--- src/rtl/pfd_lock_detect.sv ---
// pfd_lock_detect: sampled phase-frequency detector with lock qualifier.
// Compares rising edges of ref_in and fb_in after synchronisation into clk.
// Drives up/dn while one edge waits for its partner, and reports a signed
// phase error (in clk cycles) with optional cycle-slip flag. After LOCK_COUNT
// consecutive in-tolerance comparisons it asserts locked.
module pfd_lock_detect #(
  parameter int CNT_W      = 8,
  parameter int TOL        = 2,
  parameter int LOCK_COUNT = 16
) (
  input  logic                    clk,
  input  logic                    rst,
  input  logic                    ref_in,
  input  logic                    fb_in,
  output logic                    up,
  output logic                    dn,
  output logic signed [CNT_W-1:0] phase_err,
  output logic                    err_valid,
  output logic                    slip,
  output logic                    locked
);

  // Lead magnitude uses one bit less than the error word, so saturating it at
  // all-ones gives exactly +/-(2^(CNT_W-1)-1) after sign attachment.
  localparam int               MAG_W      = CNT_W - 1;
  localparam logic [MAG_W-1:0] MAG_MAX    = '1;
  localparam logic [MAG_W-1:0] MAG_ONE    = MAG_W'(1);
  localparam logic [7:0]       LK_TARGET  = 8'(LOCK_COUNT);
  localparam logic [CNT_W-1:0] TOL_W      = CNT_W'(TOL);

  typedef enum logic [1:0] {
    IDLE     = 2'd0,
    REF_LEAD = 2'd1,
    FB_LEAD  = 2'd2
  } state_t;

  // Bit 0 carries the reference, bit 1 the feedback.
  logic [1:0] raw_in;
  logic [1:0] sync1_reg;
  logic [1:0] sync2_reg;
  logic [1:0] prev_reg;
  logic [1:0] armed_reg;
  logic [1:0] warm_reg;
  logic [1:0] edge_pulse;
  logic       ref_e;
  logic       fb_e;

  state_t           state_reg;
  logic [MAG_W-1:0] lead_reg;
  logic [MAG_W-1:0] lead_inc;
  logic signed [CNT_W-1:0] lead_pos;
  logic signed [CNT_W-1:0] lead_neg;

  logic [CNT_W-1:0] err_abs;
  logic             good_cmp;
  logic [7:0]       lk_reg;
  logic [7:0]       lk_next;

  assign raw_in = {fb_in, ref_in};

  // warm_reg[1] goes high once sync2_reg holds a genuine post-reset sample,
  // so the reset value of the synchronizer is never mistaken for a low level.
  always_ff @(posedge clk or negedge rst) begin
    if (!rst) begin
      warm_reg <= '0;
    end else begin
      warm_reg <= {warm_reg[0], 1'b1};
    end
  end

  // Two-flop synchronizers, edge-history flop and per-input arming. An input
  // is armed only after it has been seen low, so a level already high at
  // reset release never produces an edge.
  always_ff @(posedge clk or negedge rst) begin
    if (!rst) begin
      sync1_reg <= '0;
      sync2_reg <= '0;
      prev_reg  <= '0;
      armed_reg <= '0;
    end else begin
      sync1_reg <= raw_in;
      sync2_reg <= sync1_reg;
      prev_reg  <= sync2_reg;
      armed_reg <= armed_reg | ({2{warm_reg[1]}} & ~sync2_reg);
    end
  end

  // Single-cycle rising-edge pulses per input.
  generate
    for (genvar gi = 0; gi < 2; gi++) begin : g_edge
      assign edge_pulse[gi] = sync2_reg[gi] & ~prev_reg[gi] & armed_reg[gi];
    end
  endgenerate

  assign ref_e = edge_pulse[0];
  assign fb_e  = edge_pulse[1];

  // Saturating lead count and its signed forms for emission.
  assign lead_inc = (lead_reg == MAG_MAX) ? lead_reg : lead_reg + MAG_ONE;
  assign lead_pos = {1'b0, lead_reg};
  assign lead_neg = -lead_pos;

  // Phase comparison FSM with registered up/dn and error strobe outputs.
  always_ff @(posedge clk or negedge rst) begin
    if (!rst) begin
      state_reg <= IDLE;
      lead_reg  <= '0;
      up        <= 1'b0;
      dn        <= 1'b0;
      phase_err <= '0;
      err_valid <= 1'b0;
      slip      <= 1'b0;
    end else begin
      err_valid <= 1'b0;
      slip      <= 1'b0;
      case (state_reg)
        IDLE: begin
          if (ref_e && fb_e) begin
            phase_err <= '0;
            err_valid <= 1'b1;
          end else if (ref_e) begin
            state_reg <= REF_LEAD;
            lead_reg  <= MAG_ONE;
            up        <= 1'b1;
          end else if (fb_e) begin
            state_reg <= FB_LEAD;
            lead_reg  <= MAG_ONE;
            dn        <= 1'b1;
          end
        end
        REF_LEAD: begin
          if (ref_e || fb_e) begin
            phase_err <= lead_pos;
            err_valid <= 1'b1;
            if (ref_e) begin
              // A new ref edge always opens the next measurement; it is a
              // slip only when no feedback edge closed the current one.
              slip     <= !fb_e;
              lead_reg <= MAG_ONE;
            end else begin
              state_reg <= IDLE;
              lead_reg  <= '0;
              up        <= 1'b0;
            end
          end else begin
            lead_reg <= lead_inc;
          end
        end
        FB_LEAD: begin
          if (ref_e || fb_e) begin
            phase_err <= lead_neg;
            err_valid <= 1'b1;
            if (fb_e) begin
              slip     <= !ref_e;
              lead_reg <= MAG_ONE;
            end else begin
              state_reg <= IDLE;
              lead_reg  <= '0;
              dn        <= 1'b0;
            end
          end else begin
            lead_reg <= lead_inc;
          end
        end
        default: begin
          state_reg <= IDLE;
          lead_reg  <= '0;
          up        <= 1'b0;
          dn        <= 1'b0;
        end
      endcase
    end
  end

  // Qualification of the most recent comparison and next qualifier count.
  always_comb begin
    err_abs  = phase_err[CNT_W-1] ? CNT_W'(-phase_err) : CNT_W'(phase_err);
    good_cmp = (err_abs <= TOL_W) && !slip;
    lk_next  = (lk_reg >= LK_TARGET) ? LK_TARGET : lk_reg + 8'd1;
  end

  // Lock qualifier: consecutive good comparisons, cleared by any bad one.
  always_ff @(posedge clk or negedge rst) begin
    if (!rst) begin
      lk_reg <= '0;
      locked <= 1'b0;
    end else if (err_valid) begin
      if (good_cmp) begin
        lk_reg <= lk_next;
        locked <= (lk_next == LK_TARGET);
      end else begin
        lk_reg <= '0;
        locked <= 1'b0;
      end
    end
  end

endmodule
--- config.mk ---
export PLATFORM = sky130hd
export DESIGN_NAME = pfd_lock_detect
export DESIGN_NICKNAME = d
export VERILOG_FILES = /design/src/rtl/pfd_lock_detect.sv
export SDC_FILE = /design/constraint.sdc
export NUM_CORES = 1
export LEC_CHECK = 0
export ABC_AREA = 1
export ABC_CLOCK_PERIOD_IN_PS = 1600
export BUFFER_PORTS_ARGS = -buffer_cell sky130_fd_sc_hd__buf_2
export CAP_MARGIN = 20
export CORE_UTILIZATION = 45
export DETAILED_ROUTE_END_ITERATION = 8
export PLACE_DENSITY = 0.77
export SYNTH_ARGS = -nofsm -noshare
export SYNTH_HDL_FRONTEND = slang
export SYNTH_SLANG_ARGS = --single-unit
export TNS_END_PERCENT = 50
--- constraint.sdc ---
create_clock -name clk -period 1.6 [get_ports clk]
set_input_delay 0.48 -clock clk [delete_from_list [all_inputs] [get_ports clk]]
set_output_delay 0.48 -clock clk [all_outputs]
set_load 0.03 [all_outputs]
==> flow_summary.json, run 1 <==
{
  "leakage_nw": 1.34,
  "drc": 0,
  "die_area_mm2": 0.00523,
  "wl_mm": 4.47,
  "place_area_mm2": 0.00243,
  "viasPerCell": 4.93,
  "antennaDiodeCount": 0,
  "critical_path_class": "reg2reg",
  "grt_pass1_wl_mm": 7.42,
  "rsz0062_at_grt": "true",
  "synth_flop_cell": "dfrtp_1",
  "io_buffers": 16,
  "h-tree-depth": 2,
  "synth_top_family_by_area": "simple AND/OR/NAND/NOR gates",
  "synth.mux.area_fraction_pct": 0,
  "initialDrtViolationCount": 107,
  "gp_congestion": 0.845,
  "finalSetupTns_ns": 0,
  "synth_top_area_share_pct": 45.0,
  "cts_buffer_depth": 2,
  "synth_edf_count": 0,
  "total_power_mw": 4.49,
  "synth_compound_area_share_pct": 9.00,
  "slew_violations": 0,
  "detail-route-antenna-nets": 0,
  "syn2layout_area_growth_pct": 19.1,
  "synth-adder-area-share_pct": 5.06,
  "vias": 1869,
  "die_h_um": 72.3,
  "whs_ns": 0.134,
  "synthArstFlopShare_pct": 100,
  "yosys.area_share.simple_pct": 34.0,
  "finalHoldViolations": 0,
  "ios": 17,
  "crit_arrival_ns": 1.74,
  "syn_nets": 291,
  "fin_crit_sh_pct": 96.2,
  "synth.cell_area_mm2": 0.00222,
  "nets": 324,
  "skew_ns": 0.00792,
  "grt-ovfl-total": 0,
  "core.rowCount": 25,
  "firstDrtPassIters": 5,
  "track_usage_pct": 18.3,
  "peakVddDrop_mv": 0.543,
  "ys_types": 31,
  "clkTransAtPathRegs_ns": 0.08,
  "r2r_slack_ns": 0.06,
  "place_ws_ns": -0.0858,
  "startpoint_type": "register",
  "cts_buffers": 5,
  "worst_slack_ns": 0.0605,
  "synth_area_per_cell_um2": 8.00,
  "grt_max_degree": 41,
  "wire_per_inst_um": 11.8,
  "dieWidth_um": 72.3,
  "clkSinkCount": 40,
  "clk_latency_ns": 0.30,
  "worst_ep_required_time_ns": 1.80,
  "max_cap_violations": 0,
  "synthXorXnorAreaFrac_pct": 1.18,
  "worstSetupEndpointType": "register",
  "crit_fanout": 5,
  "yosys.area.top_type": "dfrtp_1",
  "min_path_type": "in2async",
  "start_util_pct": 47.1,
  "cts_tree": "built",
  "setup_violations": 0,
  "drive_above_1_share_pct": 21.5,
  "antenna_found_initial": 0,
  "grt_pass1_vias": 1709,
  "fmax_mhz": 650,
  "hpwl_mm": 3.17,
  "clockRootBuffer": "clkbuf_8",
  "ys_top_cells_by_area": "dfrtp_1 45%, nand2_1 15%, ha_1 5.1%",
  "design.core.area_mm2": 0.00472,
  "netlist_top_cells_count": "86 x nand2_1, 40 x dfrtp_1, 26 x inv_1",
  "status": "finished clean",
  "final_area_mm2": 0.00265,
  "fillers": 441,
  "seq_area_frac_synth_pct": 45.0,
  "syn_inst": 278,
  "fin_crit_ns": 1.54,
  "ys_seq_elements": 40,
  "power.density_mw_per_mm2": 1700,
  "post-synth-top-count-cell": "nand2_1",
  "synth_warnings": 0
}
## stage by stage
stage	std cells	utilization [%]
floorplan	278	-
global placement	365	51.5
detailed placement	365	51.5
CTS	373	54.4
global route	379	56.1
finish	379	56.1
## cell families after synthesis
kind of cell | Yosys count
AOI/OAI and AO/OA | 33
xor gates and xnor gates | 3
adders and majority gates | 9
buffers and inverters | 32
DFF | 40
other | 1
and+or+nand+nor | 160
## worst max-delay path, cell delays in order (launching register included)
cell	delay (ns)
dfrtp_1	0.41
inv_2	0.12
ha_4	0.18
inv_2	0.09
nor2_4	0.13
nand2_2	0.09
nand2_4	0.13
buf_4	0.12
o21ai_0	0.08
nand2_1	0.06
inv_1	0.03
## final cells by class
| type | count | area, um2 | area share (%) |
|---|---|---|---|
| Inverter | 30 | 113 | 4.25 |
| Sequential cell | 40 | 1000 | 37.9 |
| Clock inverter | 2 | 38.8 | 1.47 |
| Clock buffer | 6 | 82.6 | 3.12 |
| Multi-Input combinational cell | 207 | 1150 | 43.5 |
| Tap cell | 67 | 83.8 | 3.17 |
| Timing Repair Buffer | 27 | 175 | 6.62 |
## power by group
group | switching (mW) | total, mW | internal (mW)
Sequential | 0.207 | 1.42 | 1.21
Combinational | 1.39 | 2.21 | 0.818
Clock | 0.358 | 0.868 | 0.510
Total | 1.95 | 4.49 | 2.54
## final timing paths
check	cells past startpoint	startpoint	to
worst max-delay path	10	state_reg[1]	lead_reg[6]
worst min-delay path	2	rst	lead_reg[6]
worst max register to register	10	state_reg[1]	lead_reg[6]
worst min register to register	0	sync1_reg[0]	sync2_reg[0]
max in group asynchronous	2	rst	phase_err[0]
min in group clk	1	fb_in	sync1_reg[1]
## metal layers
layer / share of wire [%] / GRT usage [%] / vias to the layer above / routed length (um)
met4: 1.4 / 6.32 / 0 / 61
met5: 0 / 0 / - / 0
met2: 50 / 31.4 / 26 / 2240
li1: - / - / 970 / -
met1: 46 / 22.8 / 866 / 2040
met3: 2.9 / 3.89 / 7 / 129
## cells in the final DEF, fill, tap and decap left out, drive strengths merged, types with 3 or more instances in the layout
cell type and count:
a21oi 5, buf 27, clkbuf 6, dfrtp 40
ha 9, inv 29, nand2 93, nand3 21
nand4 7, nor2 34, nor3 3, o21ai 18
o22ai 6
## what timing repair did
item | CTS | global route
setup buffers | 0 | 5
gates resized for setup | 5 | 9
endpoints found under the setup margin | 6 | 17
pin swaps | 0 | 5
cloned | 0 | 1
hold buffers | 0 | 0
(Power assumes the default switching activity.)
==> inputs of run 2 (changes only) <==
--- a/config.mk
+++ b/config.mk
@@ -9,9 +9,11 @@
 export ABC_CLOCK_PERIOD_IN_PS = 1600
 export BUFFER_PORTS_ARGS = -buffer_cell sky130_fd_sc_hd__buf_2
 export CAP_MARGIN = 20
-export CORE_UTILIZATION = 45
+export CELL_PAD_IN_SITES_DETAIL_PLACEMENT = 1
+export CELL_PAD_IN_SITES_GLOBAL_PLACEMENT = 1
+export CORE_UTILIZATION = 40
 export DETAILED_ROUTE_END_ITERATION = 8
-export PLACE_DENSITY = 0.77
+export PLACE_DENSITY = 0.87
 export SYNTH_ARGS = -nofsm -noshare
 export SYNTH_HDL_FRONTEND = slang
 export SYNTH_SLANG_ARGS = --single-unit
==> run 2 against run 1 <==
- final cell count is 1.6% higher
- critical path depth is 1 lower
- fmax is 1.5% lower
- worst hold slack better by 0.013 ns
- first-iteration DRC count is 58% lower
- non-clock buffer count is 4 higher
- clock power is 20% lower
- clock skew is 0.0024 ns lower
- global-route usage is 0.98 points higher
- critical endpoint is now state_reg[1]
==> flow_summary.json, run 2 (synthesis results as in run 1) <==
{
  "crit_arrival_ns": 1.74,
  "worstSetupEndpointType": "register",
  "dieWidth_um": 76.6,
  "final_area_mm2": 0.00266,
  "initialDrtViolationCount": 45,
  "clkTransAtPathRegs_ns": 0.08,
  "cts_buffers": 5,
  "crit_path_start": "state_reg[1]",
  "skew_ns": 0.00554,
  "viasPerCell": 5.10,
  "rr_startpoint": "state_reg[1]",
  "fin_crit_ns": 1.56,
  "detail-route-antenna-nets": 0,
  "fin_crit_sh_pct": 97.7,
  "peakVddDrop_mv": 0.747,
  "grt-ovfl-total": 0,
  "r2r-end": "state_reg[1]",
  "core.rowCount": 26,
  "crit_path_end": "state_reg[1]",
  "worst_ep_required_time_ns": 1.78,
  "final_cell_mix": "86 x nand2_1, 38 x dfrtp_1, 24 x nor2_1, 23 x inv_1, 20 x nand3_1",
  "critical_path_class": "reg2reg",
  "clk_latency_ns": 0.29,
  "clockRootBuffer": "clkbuf_8",
  "track_usage_pct": 19.3,
  "cts_tree": "built",
  "antennaDiodeCount": 0,
  "drc": 0,
  "leakage_nw": 1.34,
  "vias": 1965,
  "cts_buffer_depth": 2,
  "nets": 327,
  "io_buffers": 16,
  "finalSetupTns_ns": 0,
  "setup_violations": 0,
  "clkSinkCount": 40,
  "grt_pass1_vias": 2007,
  "wl_mm": 5.34,
  "wire_per_inst_um": 13.9,
  "ios": 17,
  "firstDrtPassIters": 4,
  "drive_above_1_share_pct": 22.5,
  "status": "finished clean",
  "place_ws_ns": -0.156,
  "syn2layout_area_growth_pct": 19.5,
  "max_cap_violations": 0,
  "grt_pass1_wl_mm": 9.00,
  "start_util_pct": 42.5,
  "r2r_slack_ns": 0.04,
  "final_common_cell": "nand2_1",
  "reg2reg_depth": 9,
  "cpMostUsedCell": "nand2_1",
  "place_area_mm2": 0.00246,
  "design.core.area_mm2": 0.00524,
  "antenna_found_initial": 0,
  "gp_congestion": 0.793,
  "fmax_mhz": 640,
  "crit_fanout": 5,
  "cp_slowest_stage_delay_ns": 0.41,
  "worst_slack_ns": 0.0370,
  "die_h_um": 76.6,
  "finalHoldViolations": 0,
  "path_cells": "inv_2, ha_2, inv_1, nand2_1, nand2_4, nand2_1, nor2_4, nand2_1, o21ai_1",
  "startpoint_type": "register",
  "grt_max_degree": 41,
  "rsz0062_at_grt": "true",
  "cpMaxStageDelayCell": "dfrtp_1",
  "min_path_type": "in2async",
  "whs_ns": 0.147,
  "total_power_mw": 4.41,
  "power.density_mw_per_mm2": 1660,
  "h-tree-depth": 2,
  "die_area_mm2": 0.00586,
  "hpwl_mm": 3.95,
  "slew_violations": 0
}
==> run 2: worst min-delay path by stage <==
stage	cells past startpoint	slack [ns]	startpoint	end
2_1_floorplan	0	0.18	rst	armed_reg[0]
3_3_place_gp	0	0.33	warm_reg[0]	warm_reg[1]
3_5_place_dp	0	0.34	warm_reg[0]	warm_reg[1]
4_1_cts	2	0.15	rst	lk_reg[1]
5_1_grt	2	0.16	rst	lk_reg[1]
6_report	2	0.15	rst	lk_reg[1]
==> run 2: what timing repair did <==
action                                  in CTS  in global routing
pin swaps                                    0                  3
setup buffers                                0                  6
hold buffers                                 0                  0
resized for setup                            6                 12
endpoints found under the setup margin       9                 21
==> run 2: metal layers <==
metal  GRT usage, %  share of wire [%]  routed length (um)  up-vias
met5              0                  0                   0        -
met4           6.35                1.7                  89        0
met3           3.59                2.1                 112        9
met2           34.8                 52                2770       19
met1           22.8                 44                2370      966
li1               -                  -                   -      971
==> run 2: area by class of cell <==
| type | instances | area (um2) |
|---|---|---|
| fill | 663 | 2580 |
| timing repair buffer | 31 | 205 |
| multi-input combinational | 206 | 1150 |
| clock inverter | 1 | 7.51 |
| inverter | 30 | 113 |
| clock buffer | 7 | 86.3 |
| sequential | 40 | 1000 |
| tap | 70 | 87.6 |
==> run 2: critical path, delay by kind of cell (launching register included) <==
family / cells / cell delay (ns)
AO/OA/AOI/OAI: 1 / 0.07
adder cells (fa/ha/maj): 1 / 0.26
AND/OR/NAND/NOR: 5 / 0.51
flip-flops: 1 / 0.41
buffers and inverters: 2 / 0.21
==> run 2: power by group <==
| group | switching [mW] | leakage (nW) | internal (mW) |
|---|---|---|---|
| clock | 0.344 | 0.0445 | 0.350 |
| sequential | 0.217 | 0.512 | 1.21 |
| combinational | 1.45 | 0.783 | 0.846 |
| total | 2.01 | 1.34 | 2.41 |
==> run 2: metrics by stage <==
stage | utilization (%) | std cells
floorplan | - | 278
global placement | 47.0 | 371
detailed placement | 47.0 | 371
CTS | 49.1 | 379
global route | 50.7 | 385
finish | 50.7 | 385
